## src/rtl/morse_symbol_assembler.sv

```systemverilog
// Morse letter assembler: synchronises two key switches, turns their toggles into
// dot/dash elements, and packs them into 1..MAX_LEN element letters behind a valid/ready slot.
module morse_symbol_assembler #(
  parameter int unsigned MAX_LEN     = 5,
  parameter int unsigned GAP_CYCLES  = 1000,
  parameter int unsigned SYNC_STAGES = 2,
  localparam int unsigned LEN_W      = $clog2(MAX_LEN + 1)
) (
  input  logic               clk,
  input  logic               reset,
  input  logic [1:0]         sw,
  output logic [MAX_LEN-1:0] morse,
  output logic [LEN_W-1:0]   morse_len,
  output logic               morse_valid,
  input  logic               morse_ready,
  output logic               err
);

  localparam int unsigned GAP_W   = $clog2(GAP_CYCLES);
  localparam int unsigned PRIME_W = $clog2(SYNC_STAGES + 2);

  typedef enum logic [1:0] {
    S_IDLE,
    S_COLLECT,
    S_COMMIT,
    S_HOLD
  } state_t;

  state_t                         state_q, state_d;
  logic [MAX_LEN-1:0]             acc_q, acc_d;
  logic [LEN_W-1:0]               cnt_q, cnt_d;
  logic [GAP_W-1:0]               gap_q, gap_d;
  logic [SYNC_STAGES-1:0][1:0]    sync_q;
  logic [1:0]                     prev_q;
  logic [PRIME_W-1:0]             prime_q;
  logic                           err_d;
  logic                           load_c;

  logic                           primed_c;
  logic [1:0]                     ev_c;
  logic                           is_elem_c;
  logic                           collide_c;
  logic                           slot_free_c;
  logic [LEN_W-1:0]               shift_c;
  logic [MAX_LEN-1:0]             acc_app_c;
  logic [MAX_LEN-1:0]             acc_first_c;
  logic [LEN_W-1:0]               cnt_app_c;

  // Element decode; events are masked until the synchroniser has flushed its reset value
  assign primed_c    = (prime_q == PRIME_W'(SYNC_STAGES + 1));
  assign ev_c        = primed_c ? (sync_q[SYNC_STAGES-1] ^ prev_q) : 2'b00;
  assign is_elem_c   = (ev_c == 2'b01) || (ev_c == 2'b10);
  assign collide_c   = (ev_c == 2'b11);
  assign slot_free_c = !morse_valid || morse_ready;

  assign shift_c     = LEN_W'(MAX_LEN - 1) - cnt_q;
  assign acc_app_c   = acc_q | (MAX_LEN'(ev_c[1]) << shift_c);
  assign acc_first_c = MAX_LEN'(ev_c[1]) << (MAX_LEN - 1);
  assign cnt_app_c   = cnt_q + LEN_W'(1);

  // Next-state and datapath update
  always_comb begin
    state_d = state_q;
    acc_d   = acc_q;
    cnt_d   = cnt_q;
    gap_d   = gap_q;
    err_d   = 1'b0;
    load_c  = 1'b0;
    case (state_q)
      S_IDLE, S_COLLECT: begin
        err_d = collide_c;
        if (is_elem_c) begin
          acc_d   = acc_app_c;
          cnt_d   = cnt_app_c;
          gap_d   = '0;
          state_d = (cnt_app_c == LEN_W'(MAX_LEN)) ? S_COMMIT : S_COLLECT;
        end else if (state_q == S_COLLECT) begin
          if (gap_q == GAP_W'(GAP_CYCLES - 1)) begin
            state_d = S_COMMIT;
          end else begin
            gap_d = gap_q + GAP_W'(1);
          end
        end
      end
      S_COMMIT: begin
        err_d = collide_c;
        if (slot_free_c) begin
          load_c  = 1'b1;
          acc_d   = '0;
          cnt_d   = '0;
          gap_d   = '0;
          state_d = S_IDLE;
          // An element landing on the commit cycle opens the next letter
          if (is_elem_c) begin
            acc_d   = acc_first_c;
            cnt_d   = LEN_W'(1);
            state_d = (MAX_LEN == 1) ? S_COMMIT : S_COLLECT;
          end
        end else begin
          err_d   = is_elem_c || collide_c;
          state_d = S_HOLD;
        end
      end
      S_HOLD: begin
        err_d = is_elem_c || collide_c;
        if (slot_free_c) begin
          load_c  = 1'b1;
          acc_d   = '0;
          cnt_d   = '0;
          gap_d   = '0;
          state_d = S_IDLE;
        end
      end
      default: begin
        state_d = S_IDLE;
      end
    endcase
  end

  // Synchroniser, priming counter and letter state
  always_ff @(posedge clk or negedge reset) begin
    if (!reset) begin
      sync_q  <= '0;
      prev_q  <= '0;
      prime_q <= '0;
      state_q <= S_IDLE;
      acc_q   <= '0;
      cnt_q   <= '0;
      gap_q   <= '0;
    end else begin
      sync_q  <= {sync_q[SYNC_STAGES-2:0], sw};
      prev_q  <= sync_q[SYNC_STAGES-1];
      if (!primed_c) begin
        prime_q <= prime_q + PRIME_W'(1);
      end
      state_q <= state_d;
      acc_q   <= acc_d;
      cnt_q   <= cnt_d;
      gap_q   <= gap_d;
    end
  end

  // Output slot: stable while stalled, reloads on the transfer edge when a letter waits
  always_ff @(posedge clk or negedge reset) begin
    if (!reset) begin
      morse       <= '0;
      morse_len   <= '0;
      morse_valid <= 1'b0;
      err         <= 1'b0;
    end else begin
      err <= err_d;
      if (load_c) begin
        morse       <= acc_q;
        morse_len   <= cnt_q;
        morse_valid <= 1'b1;
      end else if (morse_ready) begin
        morse_valid <= 1'b0;
      end
    end
  end

endmodule

```

## config.mk

```make
export PLATFORM = sky130hd
export DESIGN_NAME = morse_symbol_assembler
export DESIGN_NICKNAME = d
export VERILOG_FILES = /design/src/rtl/morse_symbol_assembler.sv
export SDC_FILE = /design/constraint.sdc
export NUM_CORES = 1
export LEC_CHECK = 0
export ABC_AREA = 1
export CAP_MARGIN = 25
export CORE_ASPECT_RATIO = 0.9
export CORE_MARGIN = 2
export CORE_UTILIZATION = 43
export CTS_CLUSTER_DIAMETER = 60
export DETAILED_ROUTE_END_ITERATION = 8
export GPL_ROUTABILITY_DRIVEN = 1
export GPL_TIMING_DRIVEN = 0
export PLACE_DENSITY = 0.69
export SYNTH_ARGS = -nofsm -noshare
export SYNTH_HDL_FRONTEND = slang
export SYNTH_SLANG_ARGS = --single-unit
```

## constraint.sdc

```tcl
create_clock -name clk -period 2 [get_ports clk]
set_input_delay 0.3 -clock clk [delete_from_list [all_inputs] [get_ports clk]]
set_output_delay 0.3 -clock clk [all_outputs]
set_load 0.01 [all_outputs]
```

Yosys cells after proc, flatten, opt, wreduce, memory -nomap -nowiden
Index checks and enable logic that the tools add are counted.

Input bits: 5. Bits in registers: 38. Word-level logic and storage cells: 76. Output and inout bits: 10.

Add/sub/neg operators: 4. Reduce and logical (&&, ||, !) cells: 11. Bitwise logic cells: 2. Mux-type cells: 30. Shift-type cells: 1. Equality and inequality tests: 16.

Operators by type and width (number): 10-bit two-way mux (4); 5-bit two-way mux (4); 10-bit one-hot mux with 2 select lines (1); 5-bit one-hot mux with 3 select lines (1); 2-bit two-way mux (7); 10-bit by 1-bit adder with 10-bit output (second input constant) (1); 10-bit equality test (second input constant) (1); 2-bit equality test (second input constant) (5); 3-bit two-way mux (3); 3-bit != test (second input constant) (3); 3-bit one-hot mux with 3 select lines (1); 3-bit AND reduction (3); 1-bit two-way mux (7); 2-bit != test (second input constant) (3); 2-bit one-hot mux with 3 select lines (1); 5-bit bitwise OR (1); 1-bit by 3-bit << shifter with 5-bit output (1); 2-bit by 1-bit equality test with 1-bit output (second input constant) (2); 2-bit OR reduction (2); 3-bit by 1-bit adder with 3-bit output (second input constant) (1); 3-bit equality test (second input constant) (1); 1-bit logical OR (3); 1-bit one-hot mux with 3 select lines (1); 3-bit subtractor (first input constant) (1); other kinds (6) (6).

Depth between registers and ports, before layout
Gate-level depths: netlist of the first run.

Word-level depth: 7. Mapped depth: 13. Gate-level depth less buffers: 12.

Worst setup path before layout of the first run
OpenSTA, ideal clock, no wires.

Kind: register to register. From: register prime_q[0]. To: register gap_q[9]. Stages on the path, launching flop included: 12. Setup time: 119 ps. Arrival: 1710 ps. Path slack: 171 ps. Period minus slack after synthesis: 1829 ps. Cell sequence: dfrtp_1 > ha_1 > nand2_1 > inv_1 > ha_1 > buf_2 > inv_2 > nand2_8 > nand2_4 > nand2_4 > a21oi_1 > nor2_1.

Word-level cells in the longest chain between the ends: 6. Elaborated cells between the ends (all ways): 10.

RTL lines: start: declaration (line 35) `logic [PRIME_W-1:0] prime_q;`; start signal: assignment (line 134) `prime_q <= prime_q + PRIME_W'(1);`; 2-bit equality test * (line 50) `assign primed_c = (prime_q == PRIME_W'(SYNC_STAGES + 1));`; 2-bit two-way mux * (line 51) `assign ev_c = primed_c ? (sync_q[SYNC_STAGES-1] ^ prev_q) : 2'b00;`; 2-bit by 1-bit equality test with 1-bit output or 2-bit equality test (tied branches) (line 52) `assign is_elem_c = (ev_c == 2'b01) || (ev_c == 2'b10);`; 1-bit logical OR * (line 52); 3-bit != test (no line) or 10-bit two-way mux (tied branches); 3-bit AND reduction (no line) or 10-bit one-hot mux with 2 select lines (tied branches); end signal: assignment (line 139) `gap_q <= gap_d;`; end: declaration (line 32) `logic [GAP_W-1:0] gap_q, gap_d;`.

Every way passes the cells marked *; elsewhere a longest branch is shown, timed or not. A chain may end at the register's enable or synchronous reset.

Worst setup path after layout of the first run
Ends and elaborated chain as after synthesis.

==> key figures, run 1 <==
Setup path
  – CP required: 2190 ps
  – Top delay family on crit path: adder cells
  – Slowest stage delay, CP: 410 ps
  – Crit-path max FO: 8
  – Critical path class: register to register
  – Reg2Reg Depth: 11
  – R2r startpoint: prime_q[0]
  – CP Capture Type: register
  – Most frequent CP cell: nand2_8
  – Data arrival, critical path: 2050 ps
  – Slowest-stage cell, CP: dfrtp_1
  – FF-to-FF End: gap_q[9]
  – WP buf/inv: 3
  – Crit start category: register
  – FF-to-FF setup slack: 140 ps
  – Crit-path cells: ha_4 > nand2_1 > inv_1 > ha_1 > buf_4 > inv_4 > nand2_8 > nand2_8 > nand2_4 > a21oi_1 > nor2_1

Drt
  – Vias post-DR: 1,442
  – # DRC: 0
  – Uppermost layer routed: met4
  – Routed len/inst: 11.4 µm
  – WL met3: 173 µm
  – DR iter-0 viols: 94
  – Final wirelength: 3310 µm
  – Routed Antenna Nets: 0
  – DRT Pass-1 Iters: 5
  – Via-to-Cell Ratio: 4.96
  – Met1 WL: 1670 µm
  – Metal2 WL: 1420 µm

Synth
  – Syn Inst Count: 219
  – Avg Inst Size Synth: 8.58 µm²
  – Seq/Total Area, Yosys: 50.6%
  – Synth Register Bits: 38
  – Prevailing post-synth register cell: dfrtp_1
  – Post-synth top area share: 50.6%
  – Area contributors post-synth: dfrtp_1 51%, nand2_1 11%, inv_1 5.4%
  – Synthesized cell area: 0.00188 mm²
  – Yosys cell types: 25
  – Post-synth EDFFs: 0
  – Ys Warns: 0
  – Top-count cell post-synth: nand2_1
  – Largest area contributor in the netlist: dfrtp_1
  – Synth cell count leaders: 56 x nand2_1, 38 x dfrtp_1, 27 x inv_1
  – Ys async rst share: 100%
  – Syn Nets: 230

Finish
  – # diodes: 0
  – Final core utilization: 53.6%
  – FF/Latch Area: 951 µm²
  – Area grow syn2layout: 17.8%
  – Final std cells w/o fill: 291
  – Layout cells sized above 1: 11.5%
  – Area of the multi-input gates: 821 µm²
  – Nets@finish: 253
  – Fillers: 374

Floorplanning
  – Initial Util: 45.5%
  – Core ar.: 0.00413 mm²
  – Rows: 22
  – Die Width: 73.7 µm
  – Chip Height: 66.7 µm
  – Top Ports: 15
  – Die Area: 0.00492 mm²

Outcome
  – Status: finished clean

GRT
  – Grt total ovfl: 0
  – First-pass GRT wire length: 6020 µm
  – Pin count of the biggest net entering global routing: 39
  – Number of global-route vias before repair: 1,367
  – Tot GR Track Use: 16.4%
  – Antenna violations before repair: 0

CTS
  – H-tree Lvls: 2
  – Clk pin slew, worst setup/hold paths: 70 ps
  – CTS Buffer Depth: 2
  – CTS tree: done
  – CTS Buf Count: 5
  – Clk root buf: clkbuf_8
  – Hold_buf cts: 0
  – Sink Count: 38
  – Clock Latency Late Sink: 290 ps

STA
  – Setup TNS Final: 0 ps
  – Final period util: 93.2%
  – Setup Skew: 4.06 ps
  – Slew headroom: 44.0%
  – Final slew viol count: 0
  – Setup-failing EPs final: 0
  – Highest Clock Rate: 536 MHz
  – Slew @ Worst Pin: 840 ps
  – Hold Vio Cnt, Final: 0
  – Tmin final: 1860 ps

Min path
  – Worst Hold Class: input pin to async pin

Pwr
  – Combinational power share: 40.1%
  – Power density over the cells: 1230 mW/mm²
  – Seq pwr share: 40.1%
  – Clk pwr share: 19.8%
  – Static Leakage: 0.00108 µW
  – Total power: 2730 µW
  – Pint: 1690 µW
  – Max VDD drop: 0.546 mV
  – Switching power total: 1030 µW
  – Switching Share: 37.8%

Placed design
  – Port Buffers: 14
  – Placed Cells: 281
  – Placed wire-length estimate: 2350 µm
  – Gpl congestion: 0.786

Flow run
  – Max_cap viols: 0
==> cell usage in the layout, fill, tap and decap left out, types with 3 or more instances in the layout <==
cell	n
xor2_1	6
nand3_1	16
nor2_4	3
nand4_1	3
nand2_1	56
o21ai_0	17
buf_4	3
clkbuf_8	6
a21oi_1	6
nor2_1	22
ha_1	5
dfrtp_1	38
clkdlybuf4s50_1	13
inv_1	27
==> how the worst max path moves through the flow <==
| stage | start | to | slack [ps] | depth (start not counted) |
|---|---|---|---|---|
| floorplan | prime_q[0] | gap_q[9] | 170 | 11 |
| detailed placement | prime_q[0] | gap_q[9] | -70 | 11 |
| CTS | prime_q[0] | gap_q[2] | 0.1 | 12 |
| finish | prime_q[0] | gap_q[9] | 140 | 11 |
| global placement | reset | gap_q[1] | -280 | 1 |
| global route | prime_q[0] | acc_q[2] | -3 | 11 |
==> metal layers <==
layer	GRT usage (%)	vias up
li1	-	739
met1	22.5	665
met2	22.9	34
met3	4.54	4
met4	9.55	0
met5	0	-
==> timing repair <==
item / in CTS / in global routing
pin swaps: 0 / 1
setup buffers: 0 / 2
setup endpoints to repair: 14 / 16
gates resized for setup: 3 / 4
==> metrics by stage <==
| step | hold WS (ps) | setup WS, ps | instance area, µm² |
|---|---|---|---|
| final | 104 | 136 | 2210 |
| after global routing | 165 | -3.34 | 2210 |
| after CTS | 132 | 0.109 | 2180 |
| after detailed placement | 337 | -71.6 | 2070 |
| after global placement | 333 | -276 | 2080 |
| after floorplan | 4.41 | 171 | 1880 |
==> cells by family (layout without fill, tap and decap cells) <==
| group | count (synthesis) | count (layout) | share of synthesized area (%) |
|---|---|---|---|
| XOR/XNOR | 7 | 7 | 3.26 |
| AND/OR/NAND/NOR | 108 | 108 | 27.2 |
| adder cells (fa/ha/maj) | 6 | 6 | 3.99 |
| AO/OA/AOI/OAI | 26 | 26 | 7.19 |
| multiplexers | 1 | 1 | 0.599 |
| buffers and inverters | 33 | 57 | 7.12 |
| flip-flops | 38 | 38 | 50.6 |
==> registers in the layout, indices dropped and copies added, names as in the netlist <==
register,flops
prev_q,2
sync_q,4
gap_q,10
prime_q,2
cnt_q,3
morse_valid,1
morse,5
state_q,2
morse_len,3
err,1
acc_q,5
==> power by group through the flow <==
stage / combinational, µW / sequential (µW) / clock (µW)
after floorplan: 687 / 1130 / 0
after global placement: 1050 / 1100 / 0
after detailed placement: 1080 / 1110 / 0
after CTS: 1090 / 1100 / 567
after global routing: 1250 / 1120 / 600
final: 1090 / 1090 / 540
==> area by class of cell <==
cell class                      count  area share [%]
Sequential cell                    38            42.9
Multi-Input combinational cell    148            37.1
Timing Repair Buffer               16            6.78
Inverter                           30            5.31
Clock buffer                        7            3.90
Tap cell                           48            2.71
Buffer                              3            1.07
Clock inverter                      1           0.226
Power figures use the tool's default switching activity.
==> run 2, diff against run 1 <==
--- a/config.mk
+++ b/config.mk
@@ -15,6 +15,7 @@
 export GPL_ROUTABILITY_DRIVEN = 1
 export GPL_TIMING_DRIVEN = 0
 export PLACE_DENSITY = 0.69
+export REMOVE_ABC_BUFFERS = 1
 export SYNTH_ARGS = -nofsm -noshare
 export SYNTH_HDL_FRONTEND = slang
 export SYNTH_SLANG_ARGS = --single-unit
==> key figures, run 2 (same netlist as run 1, synthesis figures left out) <==
STA
  – Highest Clock Rate: 539 MHz (was 536 MHz)
  – Hold Vio Cnt, Final: 0 (unchanged)
  – Worst setup margin: 145 ps (was 136 ps)
  – Setup Skew: 2.45 ps (was 4.06 ps)
  – Final period util: 92.7% (was 93.2%)
  – Final slew viol count: 0 (unchanged)
  – Setup-failing EPs final: 0 (unchanged)
  – Slew headroom: 46.8% (was 44.0%)
  – RSZ-0062 raised after global routing: no
  – Setup TNS Final: 0 ps (unchanged)
  – Tmin final: 1850 ps (was 1860 ps)
  – Slew @ Worst Pin: 799 ps (was 840 ps)

CTS
  – Clk pin slew, worst setup/hold paths: 70 ps (about the same)
  – Clock Latency Late Sink: 290 ps (about the same)
  – CTS tree: done (unchanged)
  – CTS Buf Count: 5 (unchanged)
  – H-tree Lvls: 2 (unchanged)
  – Sink Count: 38 (unchanged)
  – CTS Buffer Depth: 2 (unchanged)
  – Clk root buf: clkbuf_8 (unchanged)

Finish
  – Most common cell after layout, fill and taps aside: nand2_1 (unchanged)
  – # diodes: 0 (unchanged)
  – Most frequent cells in the layout: 56 x nand2_1, 38 x dfrtp_1, 27 x inv_1 (unchanged)
  – Nets@finish: 249 (was 253)
  – Number of flip-flops in the largest register: 10 (unchanged)
  – Reg with most FFs: gap_q (unchanged)
  – Final core utilization: 52.2% (was 53.6%)
  – Layout cells sized above 1: 9.66% (was 11.5%)
  – Area grow syn2layout: 14.8% (was 17.8%)
  – Biggest regs: gap_q: 10 flops, acc_q: 5 flops, morse: 5 flops (unchanged)

GRT
  – First-pass GRT wire length: 5630 µm (was 6020 µm)
  – Tot GR Track Use: 15.5% (was 16.4%)
  – Pin count of the biggest net entering global routing: 39 (unchanged)
  – Number of global-route vias before repair: 1,276 (was 1,367)
  – Antenna violations before repair: 0 (unchanged)
  – Grt total ovfl: 0 (unchanged)

Min path
  – Worst Hold Class: input pin to async pin (unchanged)

Placed design
  – Pre-CTS WS: -61.9 ps (was -71.6 ps)
  – Port Buffers: 14 (unchanged)
  – Placed wire-length estimate: 2270 µm (was 2350 µm)
  – Gpl congestion: 0.835 (was 0.786)

Setup path
  – Crit start category: register (unchanged)
  – Slowest-stage cell, CP: dfrtp_1 (unchanged)
  – Critical path class: register to register (unchanged)
  – Slowest stage delay, CP: 400 ps (was 410 ps)
  – Data arrival, critical path: 2070 ps (was 2050 ps)
  – Crit-path cells: ha_2 > nand2_1 > inv_1 > ha_4 > inv_2 > nand2_8 > nand2_4 > nand2_4 > inv_2 > nand2_1 > o21ai_1 (was ha_4 > nand2_1 > inv_1 > ha_1 > buf_4 > inv_4 > nand2_8 > nand2_8 > nand2_4 > a21oi_1 > nor2_1)
  – FF-to-FF setup slack: 150 ps (was 140 ps)
  – CP Capture Type: register (unchanged)
  – CP required: 2220 ps (was 2190 ps)
  – WP buf/inv: 3 (unchanged)
  – Crit-path max FO: 8 (unchanged)
  – Top delay family on crit path: adder cells (unchanged)

Drt
  – DR iter-0 viols: 85 (was 94)
  – Final wirelength: 3130 µm (was 3310 µm)
  – Routed len/inst: 10.9 µm (was 11.4 µm)
  – Via-to-Cell Ratio: 4.78 (was 4.96)
  – Vias post-DR: 1,368 (was 1,442)
  – Routed Antenna Nets: 0 (unchanged)
  – DRT Pass-1 Iters: 5 (unchanged)
  – # DRC: 0 (unchanged)

Pwr
  – Total power: 2630 µW (was 2730 µW)
  – Pint: 1630 µW (was 1690 µW)
  – Static Leakage: 0.00105 µW (was 0.00108 µW)
  – Combinational power share: 39.9% (was 40.1%)
  – Power density over the cells: 1220 mW/mm² (was 1230 mW/mm²)
  – Switching Share: 38.0% (was 37.8%)
  – Seq pwr share: 41.5% (was 40.1%)
  – Clk pwr share: 18.6% (was 19.8%)
  – Max VDD drop: 0.556 mV (was 0.546 mV)
  – Switching power total: 1000 µW (was 1030 µW)

Floorplanning
  – Initial Util: 45.5% (unchanged)
  – Die Area: 0.00492 mm² (unchanged)
  – Chip Height: 66.7 µm (unchanged)
  – Top Ports: 15 (unchanged)
  – Rows: 22 (unchanged)
  – Core ar.: 0.00413 mm² (unchanged)
  – Die Width: 73.7 µm (unchanged)

Flow run
  – Max_cap viols: 0 (unchanged)

Outcome
  – Status: finished clean (unchanged)
-- run 2: changes by cell type in the layout (fill, tap and decap cells not counted), sizes merged --
| cell | change |
|---|---|
| clkinv | -1 |
| buf | -4 |
-- run 2: through the flow --
step	hold WS [ps]	cell area, µm²	std cells
after floorplan	4.41	1860	216
after global placement	334	2060	278
after detailed placement	337	2050	278
after CTS	132	2150	285
after global routing	179	2160	286
final	93.6	2160	286
-- run 2: area by class of cell --
class	instances	area (µm²)
Multi-Input combinational cell	148	815
Tap cell	48	60.1
Timing Repair Buffer	15	143
Sequential cell	38	951
Inverter	30	113
Clock buffer	7	76.3
Fill cell	393	1970
-- run 2: metal layers --
layer	track usage (%)	wire (µm)	vias to the layer above
met5	0	0	-
met3	4.24	136	8
met1	20.5	1590	607
li1	-	-	724
met4	9.32	78	0
met2	22.4	1320	29
-- run 2: final timing paths --
| path | start | to | depth (start not counted) |
|---|---|---|---|
| setup / recovery | prime_q[0] | gap_q[2] | 11 |
| hold / removal | reset | morse_len[1] | 1 |
| setup reg to reg | prime_q[0] | gap_q[2] | 11 |
| hold reg to reg | sync_q[0] | sync_q[2] | 0 |
| max in group asynchronous | reset | gap_q[6] | 1 |
| min in group clk | sync_q[0] | sync_q[2] | 0 |
-- run 2: what timing repair did --
item	CTS	global route
resized for setup	3	1
pin swaps	0	1
setup buffers	0	1
endpoints found under the setup margin	13	7
hold buffers	0	0
endpoints found under the hold margin	0	0
-- run 2: power by group through the flow --
stage	Clock [µW]	Combinational [µW]	Sequential, µW
finish	488	1050	1090
global route	544	1190	1120
CTS	506	1060	1090
detailed placement	0	1040	1110
global placement	0	1030	1100
floorplan	0	662	1130
==> run 3, diff against run 2 <==
--- a/config.mk
+++ b/config.mk
@@ -10,6 +10,7 @@
 export CORE_ASPECT_RATIO = 0.9
 export CORE_MARGIN = 2
 export CORE_UTILIZATION = 43
+export CTS_BUF_LIST = sky130_fd_sc_hd__clkbuf_4 sky130_fd_sc_hd__clkbuf_8 sky130_fd_sc_hd__clkbuf_16
 export CTS_CLUSTER_DIAMETER = 60
 export DETAILED_ROUTE_END_ITERATION = 8
 export GPL_ROUTABILITY_DRIVEN = 1
==> key figures, run 3 (same netlist as run 1, synthesis figures left out) <==
Setup path
  – CP Capture Type: register (unchanged)
  – Critical path class: register to register (unchanged)
  – Data arrival, critical path: 2070 ps (about the same)
  – Slowest stage delay, CP: 400 ps (about the same)
  – Slowest-stage cell, CP: dfrtp_1 (unchanged)
  – CP required: 2220 ps (about the same)
  – Crit-path cells: ha_2 > nand2_1 > inv_1 > ha_4 > inv_2 > nand2_8 > nand2_4 > nand2_4 > inv_2 > nand2_1 > o21ai_1 (unchanged)
  – Crit start category: register (unchanged)
  – Crit-path max FO: 8 (unchanged)

Floorplanning
  – Rows: 22 (unchanged)
  – Die Area: 0.00492 mm² (unchanged)
  – Chip Height: 66.7 µm (unchanged)
  – Initial Util: 45.5% (unchanged)
  – Core ar.: 0.00413 mm² (unchanged)
  – Die Width: 73.7 µm (unchanged)
  – Top Ports: 15 (unchanged)

STA
  – Slew @ Worst Pin: 800 ps (was 799 ps)
  – Setup Skew: 1.47 ps (was 2.45 ps)
  – Hold_ws: 93.1 ps (was 93.6 ps)
  – Worst setup margin: 147 ps (was 145 ps)
  – Hold Vio Cnt, Final: 0 (unchanged)
  – Final slew viol count: 0 (unchanged)
  – Final period util: 92.7% (about the same)
  – Tmin final: 1850 ps (about the same)
  – Highest Clock Rate: 540 MHz (was 539 MHz)
  – Slew headroom: 46.7% (was 46.8%)
  – Setup-failing EPs final: 0 (unchanged)
  – RSZ-0062 raised after global routing: no (unchanged)

Finish
  – Most frequent cells in the layout: 56 x nand2_1, 38 x dfrtp_1, 27 x inv_1 (unchanged)
  – Biggest regs: gap_q: 10 flops, acc_q: 5 flops, morse: 5 flops (unchanged)
  – Fillers: 396 (was 393)
  – Layout cells sized above 1: 10.5% (was 9.66%)
  – Reg with most FFs: gap_q (unchanged)
  – Nets@finish: 249 (unchanged)
  – Final core utilization: 52.4% (was 52.2%)
  – Number of flip-flops in the largest register: 10 (unchanged)
  – Area grow syn2layout: 15.2% (was 14.8%)
  – # diodes: 0 (unchanged)
  – Most common cell after layout, fill and taps aside: nand2_1 (unchanged)

Min path
  – Worst Hold Class: input pin to async pin (unchanged)

Placed design
  – Port Buffers: 14 (unchanged)
  – Pre-CTS WS: -61.9 ps (unchanged)
  – Placed wire-length estimate: 2270 µm (unchanged)
  – Gpl congestion: 0.835 (unchanged)

GRT
  – Number of global-route vias before repair: 1,295 (was 1,276)
  – Tot GR Track Use: 15.6% (was 15.5%)
  – Grt total ovfl: 0 (unchanged)
  – Antenna violations before repair: 0 (unchanged)
  – Pin count of the biggest net entering global routing: 39 (unchanged)
  – First-pass GRT wire length: 5690 µm (was 5630 µm)

Drt
  – Final wirelength: 3140 µm (was 3130 µm)
  – # DRC: 0 (unchanged)
  – Routed Antenna Nets: 0 (unchanged)
  – Routed len/inst: 11.0 µm (was 10.9 µm)
  – DRT Pass-1 Iters: 4 (was 5)
  – Vias post-DR: 1,378 (was 1,368)
  – DR iter-0 viols: 83 (was 85)
  – Via-to-Cell Ratio: 4.82 (was 4.78)

CTS
  – Hold_buf cts: 0 (unchanged)
  – Sink Count: 38 (unchanged)
  – CTS Buf Count: 5 (unchanged)
  – CTS Buffer Depth: 2 (unchanged)
  – Clk pin slew, worst setup/hold paths: 70 ps (about the same)
  – CTS tree: done (unchanged)
  – Clock Latency Late Sink: 290 ps (about the same)
  – Clk root buf: clkbuf_8 (unchanged)
  – H-tree Lvls: 2 (unchanged)

Outcome
  – Status: finished clean (unchanged)

Pwr
  – Seq pwr share: 41.1% (was 41.5%)
  – Static Leakage: 0.00105 µW (about the same)
  – Pint: 1660 µW (was 1630 µW)
  – Power density over the cells: 1230 mW/mm² (was 1220 mW/mm²)
  – Combinational power share: 39.4% (was 39.9%)
  – Clk pwr share: 19.5% (was 18.6%)
  – Total power: 2650 µW (was 2630 µW)
  – Max VDD drop: 0.562 mV (was 0.556 mV)
  – Switching Share: 37.6% (was 38.0%)
  – Switching power total: 999 µW (was 1000 µW)

Flow run
  – Max_cap viols: 0 (unchanged)
[run 3: area by class of cell]
class                      instances  area, µm²  share of cell area [%]
timing repair buffer              15        143                    6.59
tap                               48       60.1                    2.77
multi-input combinational        148        815                    37.6
sequential                        38        951                    43.9
inverter                          30        113                    5.20
clock buffer                       7       83.8                    3.87
[run 3: power groups by stage]
| stage | logic [µW] | clock network [µW] | registers [µW] |
|---|---|---|---|
| 6_report | 1050 | 516 | 1090 |
| 5_1_grt | 1190 | 571 | 1120 |
| 4_1_cts | 1060 | 533 | 1090 |
| 3_5_place_dp | 1040 | 0 | 1110 |
| 3_3_place_gp | 1030 | 0 | 1100 |
| 2_1_floorplan | 662 | 0 | 1130 |
[run 3: worst max-delay path, delay by kind of cell, from the launching register on]
family	cells	cell delay [ps]
AND/OR/NAND/NOR	5	490
flip-flops	1	400
AO/OA/AOI/OAI	1	70
buffers and inverters	3	310
adder cells (fa/ha/maj)	2	500
[run 3: timing repair]
item                                    4_1_cts  5_1_grt
gates resized for setup                       3        1
pin swaps                                     0        1
buffers inserted                              0        1
endpoints found under the setup margin       13        7
[run 3: stage by stage]
stage	instances	TNS [ps]	instance area (µm²)
after floorplan	216	0	1860
after global placement	278	-9840	2060
after detailed placement	278	-289	2050
after CTS	285	0	2150
after global routing	286	0	2160
final	286	0	2160
[run 3: final timing paths]
kind / startpoint / endpoint / slack, ps / cells past startpoint
max reg2reg: prime_q[0] / gap_q[2] / 150 / 11
max in group asynchronous: reset / gap_q[6] / 1400 / 1
min: reset / morse_len[1] / 90 / 1
max: prime_q[0] / gap_q[2] / 150 / 11
min reg2reg: sync_q[1] / sync_q[3] / 350 / 0
min in group clk: sync_q[1] / sync_q[3] / 350 / 0
[run 3: routing by layer]
| metal | global-route usage [%] | vias to the layer above | routed length, µm |
|---|---|---|---|
| li1 | - | 723 | - |
| met1 | 20.6 | 618 | 1580 |
| met2 | 22.8 | 29 | 1340 |
| met3 | 4.24 | 8 | 145 |
| met4 | 9.32 | 0 | 78 |
| met5 | 0 | - | 0 |
